<file path="src/rtl/inst_fetch_ctrl_pkg.sv">
// Shared types and helpers for the instruction fetch controller.
package inst_fetch_ctrl_pkg;

  localparam int unsigned InstW = 32;
  localparam int unsigned LatW  = 3;

  localparam logic [InstW-1:0] ZeroWord = '0;

  // Fetch sequencer states; encodings are fixed so waveforms stay readable.
  typedef enum logic [2:0] {
    FetchIdle      = 3'd0,
    FetchWaitGrant = 3'd1,
    FetchIssue     = 3'd2,
    FetchWait      = 3'd3,
    FetchFill      = 3'd4,
    FetchDone      = 3'd5
  } fetch_state_e;

  // Replace one little-endian byte lane of a word.
  function automatic logic [InstW-1:0] set_byte_lane(input logic [InstW-1:0] word,
                                                     input logic [1:0]       lane,
                                                     input logic [7:0]       data);
    logic [InstW-1:0] res;
    res = word;
    case (lane)
      2'd0:    res[7:0]   = data;
      2'd1:    res[15:8]  = data;
      2'd2:    res[23:16] = data;
      default: res[31:24] = data;
    endcase
    return res;
  endfunction

endpackage

</file>
<file path="src/rtl/inst_fetch_ctrl.sv">
// Instruction fetch controller: cache lookup on each fetch, byte-serial refill
// over the shared memory bus on a miss, and flush (redirect) at any point.
module inst_fetch_ctrl
  import inst_fetch_ctrl_pkg::*;
#(
  parameter int unsigned MEM_LATENCY = 1,  // 1..4 cycles from mem_rd to valid mem_din
  parameter int unsigned ADDR_W      = 32
) (
  input  logic              clk,
  input  logic              rst,
  // IF stage
  input  logic              if_req,
  input  logic [ADDR_W-1:0] if_addr,
  input  logic              flush,
  output logic              if_ready,
  output logic [InstW-1:0]  if_inst,
  // inst_cache lookup
  output logic              cache_query,
  output logic [ADDR_W-1:0] query_addr,
  input  logic              cache_hit_i,
  input  logic [InstW-1:0]  cache_inst_i,
  // inst_cache fill
  output logic              cache_enable,
  output logic [ADDR_W-1:0] cache_addr,
  output logic [InstW-1:0]  cache_data,
  // memory arbiter / byte bus
  output logic              mem_req,
  input  logic              mem_grant,
  output logic              mem_rd,
  output logic [ADDR_W-1:0] mem_addr,
  input  logic [7:0]        mem_din
);

  localparam logic [LatW-1:0] LatInit = LatW'(MEM_LATENCY);

  fetch_state_e      state_q, state_d;
  logic [ADDR_W-1:0] addr_q, addr_d;   // miss address, base of the byte reads
  logic [1:0]        k_q, k_d;         // byte lane being fetched
  logic [LatW-1:0]   lat_q, lat_d;     // cycles left until mem_din is valid
  logic [InstW-1:0]  word_q, word_d;   // hit word or byte-assembly register

  // Next-state, datapath updates and all outputs; flush overrides everything.
  always_comb begin
    state_d      = state_q;
    addr_d       = addr_q;
    k_d          = k_q;
    lat_d        = lat_q;
    word_d       = word_q;
    if_ready     = 1'b0;
    if_inst      = ZeroWord;
    cache_query  = 1'b0;
    query_addr   = '0;
    cache_enable = 1'b0;
    cache_addr   = '0;
    cache_data   = ZeroWord;
    mem_req      = 1'b0;
    mem_rd       = 1'b0;
    mem_addr     = '0;

    if (flush) begin
      // Partial word is simply abandoned; the next miss overwrites every lane.
      state_d = FetchIdle;
    end else begin
      case (state_q)
        FetchIdle: begin
          if (if_req) begin
            cache_query = 1'b1;
            query_addr  = if_addr;
            if (cache_hit_i) begin
              word_d  = cache_inst_i;
              state_d = FetchDone;
            end else begin
              addr_d  = if_addr;
              state_d = FetchWaitGrant;
            end
          end
        end
        FetchWaitGrant: begin
          mem_req = 1'b1;
          if (mem_grant) begin
            k_d     = 2'd0;
            state_d = FetchIssue;
          end
        end
        FetchIssue: begin
          mem_req  = 1'b1;
          mem_rd   = 1'b1;
          mem_addr = addr_q + ADDR_W'(k_q);
          lat_d    = LatInit;
          state_d  = FetchWait;
        end
        FetchWait: begin
          mem_req = 1'b1;
          lat_d   = lat_q - LatW'(1);
          if (lat_q == LatW'(1)) begin
            word_d = set_byte_lane(word_q, k_q, mem_din);
            if (k_q == 2'd3) begin
              state_d = FetchFill;
            end else begin
              k_d     = k_q + 2'd1;
              state_d = FetchIssue;
            end
          end
        end
        FetchFill: begin
          cache_enable = 1'b1;
          cache_addr   = addr_q;
          cache_data   = word_q;
          if_ready     = 1'b1;
          if_inst      = word_q;
          state_d      = FetchIdle;
        end
        FetchDone: begin
          if_ready = 1'b1;
          if_inst  = word_q;
          state_d  = FetchIdle;
        end
        default: state_d = FetchIdle;
      endcase
    end
  end

  // State and datapath registers, cleared asynchronously.
  always_ff @(posedge clk or posedge rst) begin
    if (rst) begin
      state_q <= FetchIdle;
      addr_q  <= '0;
      k_q     <= 2'd0;
      lat_q   <= '0;
      word_q  <= ZeroWord;
    end else begin
      state_q <= state_d;
      addr_q  <= addr_d;
      k_q     <= k_d;
      lat_q   <= lat_d;
      word_q  <= word_d;
    end
  end

endmodule

</file>
<file path="config.mk">
export PLATFORM = sky130hd
export DESIGN_NAME = inst_fetch_ctrl
export DESIGN_NICKNAME = d
export VERILOG_FILES = /design/src/rtl/inst_fetch_ctrl_pkg.sv /design/src/rtl/inst_fetch_ctrl.sv
export SDC_FILE = /design/constraint.sdc
export NUM_CORES = 1
export LEC_CHECK = 0
export ABC_AREA = 1
export CAP_MARGIN = 25
export CORE_MARGIN = 4
export CORE_UTILIZATION = 46
export DETAILED_ROUTE_END_ITERATION = 10
export HOLD_SLACK_MARGIN = 0.03
export PLACE_DENSITY = 0.95
export SYNTH_ARGS = -nofsm -noshare
export SYNTH_HDL_FRONTEND = slang
export SYNTH_SLANG_ARGS = --single-unit
</file>
<file path="constraint.sdc">
create_clock -name clk -period 3.75 [get_ports clk]
set_input_delay 0.75 -clock clk [delete_from_list [all_inputs] [get_ports clk]]
set_output_delay 0.75 -clock clk [all_outputs]
set_load 0.02 [all_outputs]
</file>
* Word-level counts from Yosys, hierarchy flattened *
Cells that the tools add are included.

word-level totals
  logic and storage cells = 92
  output and inout bits = 165
  input bits = 78
  register bits after elaboration = 72

cells by class
  muxes and demuxes = 42
  equality and inequality tests = 21
  reduce and logical (&&, ||, !) cells = 16
  $add $sub $neg = 3
  bitwise logic cells = 2

operators with widths
  cell                                                                      number
  32-bit 2-to-1 mux                                                         14
  32-bit one-hot mux with 2 select lines                                    1
  32-bit by 2-bit adder with 32-bit output                                  1
  8-bit 2-to-1 mux                                                          4
  6-bit AND reduction                                                       4
  3-bit 2-to-1 mux                                                          6
  2-bit inequality test (second input constant)                             6
  3-bit one-hot mux with 4 select lines                                     1
  1-bit 2-to-1 mux                                                          11
  3-bit inequality test (second input constant)                             3
  3-bit by 1-bit == test with 1-bit output (second input constant)          2
  3-bit by 2-bit == test with 1-bit output (second input constant)          2
  3-bit == test (second input constant)                                     2
  2-bit 2-to-1 mux                                                          3
  2-bit by 1-bit inequality test with 1-bit output (second input constant)  3
  3-bit one-hot mux with 2 select lines                                     1
  2-bit nonzero test                                                        3
  3-bit OR reduction                                                        2
  5-bit AND reduction                                                       1
  2-bit == test (second input constant)                                     2
  2-bit one-hot mux with 2 select lines                                     1
  4-bit AND reduction                                                       1
  3-bit zero test                                                           1
  3-bit AND reduction                                                       1
  other kinds (7)                                                           8

* Depth between registers and ports, before layout *
  depth after elaboration = 5
  depth in mapped cells = 11
  gate-level depth less buffers = 11

* Worst setup path after synthesis *
OpenSTA, ideal clock, no wires.

  kind = input to output
  start point = input flush
  end point = output if_inst[10]
  arrival = 1979 ps
  required time = 3000 ps
  buffers on the path = 1
  path slack = 1021 ps
  stages on the path = 4
  cell sequence = nor3_1 inv_2 clkbuf_1 nor2_1

on the way
  longest elaborated chain between the ends = 1

ends and longest elaborated chain
  item               RTL line               text
  start, declared    inst_fetch_ctrl.sv:14  input logic flush,
  32-bit 2-to-1 mux  inst_fetch_ctrl.sv:60  if (flush) begin
  end, declared      inst_fetch_ctrl.sv:16  output logic [InstW-1:0] if_inst,

No other way between the ends.

* Final worst setup path *
  start point = register k_q[0]
  end point = output mem_addr[28]

on the way
  longest elaborated chain between the ends = 3

ends and longest elaborated chain
  item                                      RTL line                text
  start, declared                           inst_fetch_ctrl.sv:38   logic [1:0] k_q, k_d;
  start signal, assigned                    inst_fetch_ctrl.sv:134  k_q <= k_d;
  32-bit by 2-bit adder with 32-bit output  inst_fetch_ctrl.sv:88   mem_addr = addr_q + ADDR_W'(k_q);
  32-bit 2-to-1 mux                         inst_fetch_ctrl.sv:64   case (state_q)
  32-bit 2-to-1 mux                         inst_fetch_ctrl.sv:60
  end, declared                             inst_fetch_ctrl.sv:30   output logic [ADDR_W-1:0] mem_addr,

No other way between the ends.

==> results.toml <==
[run_status]
outcome = "complete, no violations"

[floorplanning]
dieWidth_um = 114.9
core_area_mm2 = 0.01098
top_level_ports = 243
die-area_mm2 = 0.01319
initial_core_util_pct = 47.82
rows = 38
fp.dieH_um = 114.9

[timing]
relSlewSlack_pct = 46.77
fin_crit_ps = 3593
setup_tns_ps = 0
hold_violations = 0
fin_skew_ps = 7.696
tightest_slew_ps = 797.3
fin_crit_sh_pct = 95.82
rsz0062_at_grt = "no"
fmax_mhz = 278.3
whs_ps = 470.9
final_max_slew_viol_count = 0
setup_viol = 0

[logic_synthesis]
ys_warn_count = 0
yosys.area.top_type = "dfrtp_1"
yosys.area.top_type_share_pct = 34.30
synth_mux_area_share_pct = 0
ys_types = 26
synth_compound_area_share_pct = 7.670
yosysSeqAreaShare_pct = 34.30
ys_ff_latch = 72
syn-instance-count = 889
synthAdderAreaFrac_pct = 2.525
synth.area.top_cells = "dfrtp_1 34%, nand2_1 21%, nor2_1 13%"
avgSynthCellArea_um2 = 5.908
synth_area_mm2 = 0.005253
synth_top_family_by_area = "simple AND/OR/NAND/NOR gates"
yosys.area_share.simple_pct = 42.66
synth_nets = 977
synth_xor_xnor_area_share_pct = 0.1667

[layout]
fillCellCount = 841
final_util_pct = 73.83
final_cells = 1262
final_nets = 1206
drive_gt1_share_pct = 4.367
final_cell_mix = "289 x nand2_1, 242 x clkdlybuf4s50_1, 180 x nor2_1"
final_common_cell = "nand2_1"
final-seq-area_mm2 = 0.001803
multiInputGateArea_mm2 = 0.002803
areaGrowthSynthToFinish_pct = 54.38
n_antenna_cell = 0

[critical_path]
worstPathMaxFanout = 7
endpoint = "mem_addr[28]"
rrSetupSlack_ps = 1290
critPathLaunch = "k_q[0]"
required_ps = 3000
timing.rr.end = "word_q[2]"
ff2ff_path_depth = 9
cp.arrival_ps = 2840
setup.worst_path.end_class = "primary output"
start_kind = "register"
path_class = "reg2out"
r2r_start = "state_q[2]"

[power]
p_leak_uw = 0.003840
power_uw = 4311
pwr_density_cell_mw_per_mm2 = 531.6
ir_drop_uv = 312.5

[routing]
vias = 6435
drt_wl_total_um = 18510
postRouteAntennaNets = 0
wire_per_inst_um = 14.67
drtPass1Iterations = 8
vias_per_cell = 5.099
drt_iter0_markers = 542
drcViolationCount = 0

[clock_tree]
ctsLongestPathBuffers = 2
cts_setup_buffers = 0
clk_latency_ps = 330
clockRootBuffer = "clkbuf_16"
hold_buffers = 0
cts_resized = 0
cts_made_buffers = 9
htree_levels = 3
clock_sinks = 72
cts_tree = "yes"
clk_pin_slew_ps = 60

[placement]
portBuffers = 242
place_hpwl_um = 14260
dp.cells = 1247
gp_congestion = 0.9498

[global_route]
grt_pass1_vias = 6086
grt_usage_pct = 27.79
antenna_found_initial = 0
grt_overflow = 0
grt_max_degree = 38
grt_pass1_wl_um = 29490

[flow_run]
cap_violations = 0

[min_path]
hp-class = "reg2reg"
[how the worst min path moves through the flow]
stage               startpoint    endpoint  slack [ps]  depth (start not counted)
floorplan            word_q[0]   word_q[0]         440                          2
global placement    word_q[15]  word_q[15]         460                          2
detailed placement  word_q[15]  word_q[15]         460                          2
CTS                 word_q[15]  word_q[15]         470                          2
global route         word_q[6]   word_q[6]         490                          2
finish               word_q[7]   word_q[7]         470                          2
[routing by layer]
| layer | share of wire (%) | up-vias | GRT usage (%) |
|---|---|---|---|
| met4 | 3.3 | 0 | 10.72 |
| met1 | 41 | 2906 | 36.85 |
| li1 | - | 3169 | - |
| met2 | 48 | 315 | 45.68 |
| met5 | 0 | - | 0 |
| met3 | 7.3 | 45 | 4.421 |
[power breakdown]
group,total [µW],internal [µW],switching [µW]
clock network,849,526,323
logic,2060,714,1340
registers,1410,1140,268
total,4310,2380,1930
[sequential cells by signal, indices dropped and copies added (netlist names)]
name	count
addr_q	32
k_q	2
lat_q	3
state_q	3
word_q	32
[layout make-up]
type,instances,share of cell area [%]
Inverter,136,6.326
Clock inverter,4,0.5555
Sequential cell,72,22.23
Timing Repair Buffer,251,31.17
Multi-Input combinational cell,648,34.56
Tap cell,140,2.160
Clock buffer,11,2.993
[synth_stat cells (all sizes together)]
cell type,instances
nor3b,1
o31ai,1
nor2,188
ha,9
nor3,38
fa,1
dfrtp,72
o22ai,1
a31oi,1
o21ai,60
buf,19
inv,136
xnor2,1
o21bai,1
a21oi,15
nand4,3
nand3,38
nand2,290
clkbuf,14
[stage by stage]
| stage | cell area (µm²) | worst slack (ps) |
|---|---|---|
| finish | 8109 | 156.9 |
| global route | 8109 | 7.384 |
| CTS | 8090 | 111.5 |
| detailed placement | 7802 | 257.5 |
| global placement | 7802 | 339.4 |
| floorplan | 5253 | 1021 |
[critical path: stages (launching register included)]
cell,delay (ps)
dfrtp_2,450
ha_1,240
fa_1,420
nand2_1,130
nor2_1,50
nand2_1,190
nor2_4,90
nand4_1,90
nor2_1,50
nor2_1,170
clkdlybuf4s50_1,640
[kinds of logic after synthesis]
| family | Yosys count |
|---|---|
| AOI/OAI and AO/OA | 79 |
| DFF | 72 |
| adders and majority gates | 10 |
| xor gates and xnor gates | 1 |
| buffers and inverters | 169 |
| and+or+nand+nor | 558 |
(Power assumes the default switching activity.)
==> patch (config.mk and constraints unchanged) <==
`LatW`: 3 -> 6.
--- a/src/rtl/inst_fetch_ctrl_pkg.sv
+++ b/src/rtl/inst_fetch_ctrl_pkg.sv
@@ -2,7 +2,7 @@
 package inst_fetch_ctrl_pkg;
 
   localparam int unsigned InstW = 32;
-  localparam int unsigned LatW  = 3;
+  localparam int unsigned LatW  = 6;
 
   localparam logic [InstW-1:0] ZeroWord = '0;
 
Formal check against the unedited RTL: no difference found for any inputs over 4 cycles, from zero or initial values and one cycle with rst high; that may be too few to reach the edited logic, so the function may still have changed.
==> patch against the original RTL <==
Synthesized area increased by 6.3%. Non-clock buffer count decreased by 2. Total power increased by 5.6%. Sequential cell count increased by 3. Critical endpoint is now query_addr[19]. Largest power group unchanged. Wire length increased by 3.6%. Worst setup slack got worse by 4.8 ps. Cell area increased by 4.1%. Count of clock-buffer cells in the layout decreased by 2.
==> patch: results (changes against the original RTL) <==
- The worst register-to-register path ends at addr_q[8].
- The largest net degree at the start of global routing is 65 (+71%).
- The post-layout net count is 1233 (+2.2%).
- The destination of the critical timing path is query_addr[19].
- The xor/xnor share of the synthesized area is 0% (-0.17 points).
- The number of filler instances in the final layout is 933 (+11%).
- The kind of cell adding the most delay to the critical path is buffers and inverters.
- The met1 usage was 32.0% (-4.9 points).
- The share of the synthesized area in compound gates (AO/OA/AOI/OAI) is 7.64% (-0.026 points).
- The wire length per cell after detailed routing came to 14.8 um (+1.2%).
- The detailed-route vias per instance is 5.05 (-0.90%).
- The met3 routing resource usage after global routing is 5.64% (+1.2 points).
- The worst setup margin was 152 ps (-4.77 ps).
- The global-route wire length before repair was 31300 um (+6.1%).
- The worst min-delay path startpoint is word_q[24].
- The global placer's final weighted congestion was 0.911 (-4.1%).
- The path depth of the worst reg2reg path is 7 (-2).
- The met2 usage in global routing is 48.8% (+3.1 points).
- The run finished with clean final reports.
- The net count of the mapped netlist is 1008 (+3.2%).
- The highest net fanout along the worst path is 34 (+27).
- The standby leakage power is 4.09 nW (+6.4%).
- The adder-cell area share of the yosys netlist is 2.38% (-0.15 points).
- The peak supply drop is 0.271 mV (-13%).
- Yosys attributes the largest share of cell area to sky130_fd_sc_hd__dfrtp_1, sky130_fd_sc_hd__nand2_1, sky130_fd_sc_hd__nor2_1.
- The register-to-register setup slack is 1360 ps (+70 ps).
- The number of detailed-route iterations in the first pass is 5 (-3).
- The count of different cell masters after synthesis is 32 (+23%).
- The via count of the first global-routing pass came to 6346 (+4.3%).
- The maximum cell stage delay along the critical path is 660 ps (+20 ps).
- The share of synthesized area occupied by flip-flops and latches is 33.6% (-0.68 points).
- In the final layout, the registers with the most flip-flops are addr_q: 32 flops, word_q: 32 flops, lat_q: 6 flops.
- The number of buffers added by the clock tree synthesis step was 9 (unchanged).
- The initial DRC count is 474 (-13%).
- The worst-case headroom to the max-slew limit is 45.8% (-0.94 points).
- The post-route clock skew was 10.6 ps (+2.91 ps).
- The reg-to-reg critical path startpoint is state_q[1].
- In this run the worst setup path begins at flush.
patch: changes by cell type in the layout (fill, tap and decap cells not counted), moves of 3 or more:
cell and change:
sky130_fd_sc_hd__inv_1 +12, sky130_fd_sc_hd__dfrtp_1 +3, sky130_fd_sc_hd__o21ai_0 -20, sky130_fd_sc_hd__clkdlybuf4s50_1 -4
sky130_fd_sc_hd__dlymetal6s2s_1 +4, sky130_fd_sc_hd__inv_2 -8, sky130_fd_sc_hd__nand2_1 -4, sky130_fd_sc_hd__nand2_4 +4
sky130_fd_sc_hd__nand3_1 +12, sky130_fd_sc_hd__o21ai_2 +4, sky130_fd_sc_hd__o21ai_1 +13
patch: how the worst min path moves through the flow:
stage | cells after the start | to
2_1_floorplan | 2 | word_q[0]
3_3_place_gp | 2 | word_q[9]
3_5_place_dp | 2 | word_q[24]
4_1_cts | 2 | word_q[24]
5_1_grt | 2 | word_q[27]
6_report | 2 | word_q[24]
patch: worst min-delay path: cells and delay by family, from the launching register on:
kind,cells,cell delay (ps)
DFF,1,340
and+or+nand+nor,2,90
patch: kinds of logic after synthesis:
| kind of cell | Yosys count |
|---|---|
| and+or+nand+nor | 581 |
| buffers and inverters | 175 |
| AOI/OAI and AO/OA | 79 |
| DFF | 75 |
| adders and majority gates | 10 |
patch: where the power goes:
part,leakage [nW],switching (W),total [W],internal (W)
Clock,0.162,0.000348,0.000997,0.000649
Combinational,2.99,0.00134,0.00205,0.000710
Sequential,0.934,0.000321,0.00151,0.00118
Total,4.09,0.00201,0.00455,0.00254
patch: layout make-up:
cell class	count	area, um2	share of cell area, %
Clock buffer	9	225	2.67
Inverter	140	527	6.24
Multi-Input combinational cell	670	3010	35.6
Tap cell	143	179	2.12
Clock inverter	6	115	1.36
Timing Repair Buffer	249	2510	29.7
Sequential cell	75	1880	22.2
patch: timing repair:
| action | CTS | global route |
|---|---|---|
| cloned | 0 | 0 |
| resized for setup | 2 | 7 |
| setup endpoints to repair | 5 | 12 |
patch: stage by stage:
step	cells	util [%]	hold slack, ps	instance area [um2]	power, W
2_1_floorplan	920	-	442	5580	0.00282
3_3_place_gp	1277	69.2	456	8080	0.00346
3_5_place_dp	1277	69.2	459	8080	0.00353
4_1_cts	1292	72.2	475	8420	0.00455
5_1_grt	1292	72.4	497	8440	0.00488
6_report	1292	72.4	470	8440	0.00455
patch: metal layers:
metal,wire length (um),vias to the layer above
li1,-,3257
met1,7580,2918
met2,9630,318
met4,430,0
met5,0,-
met3,1530,36
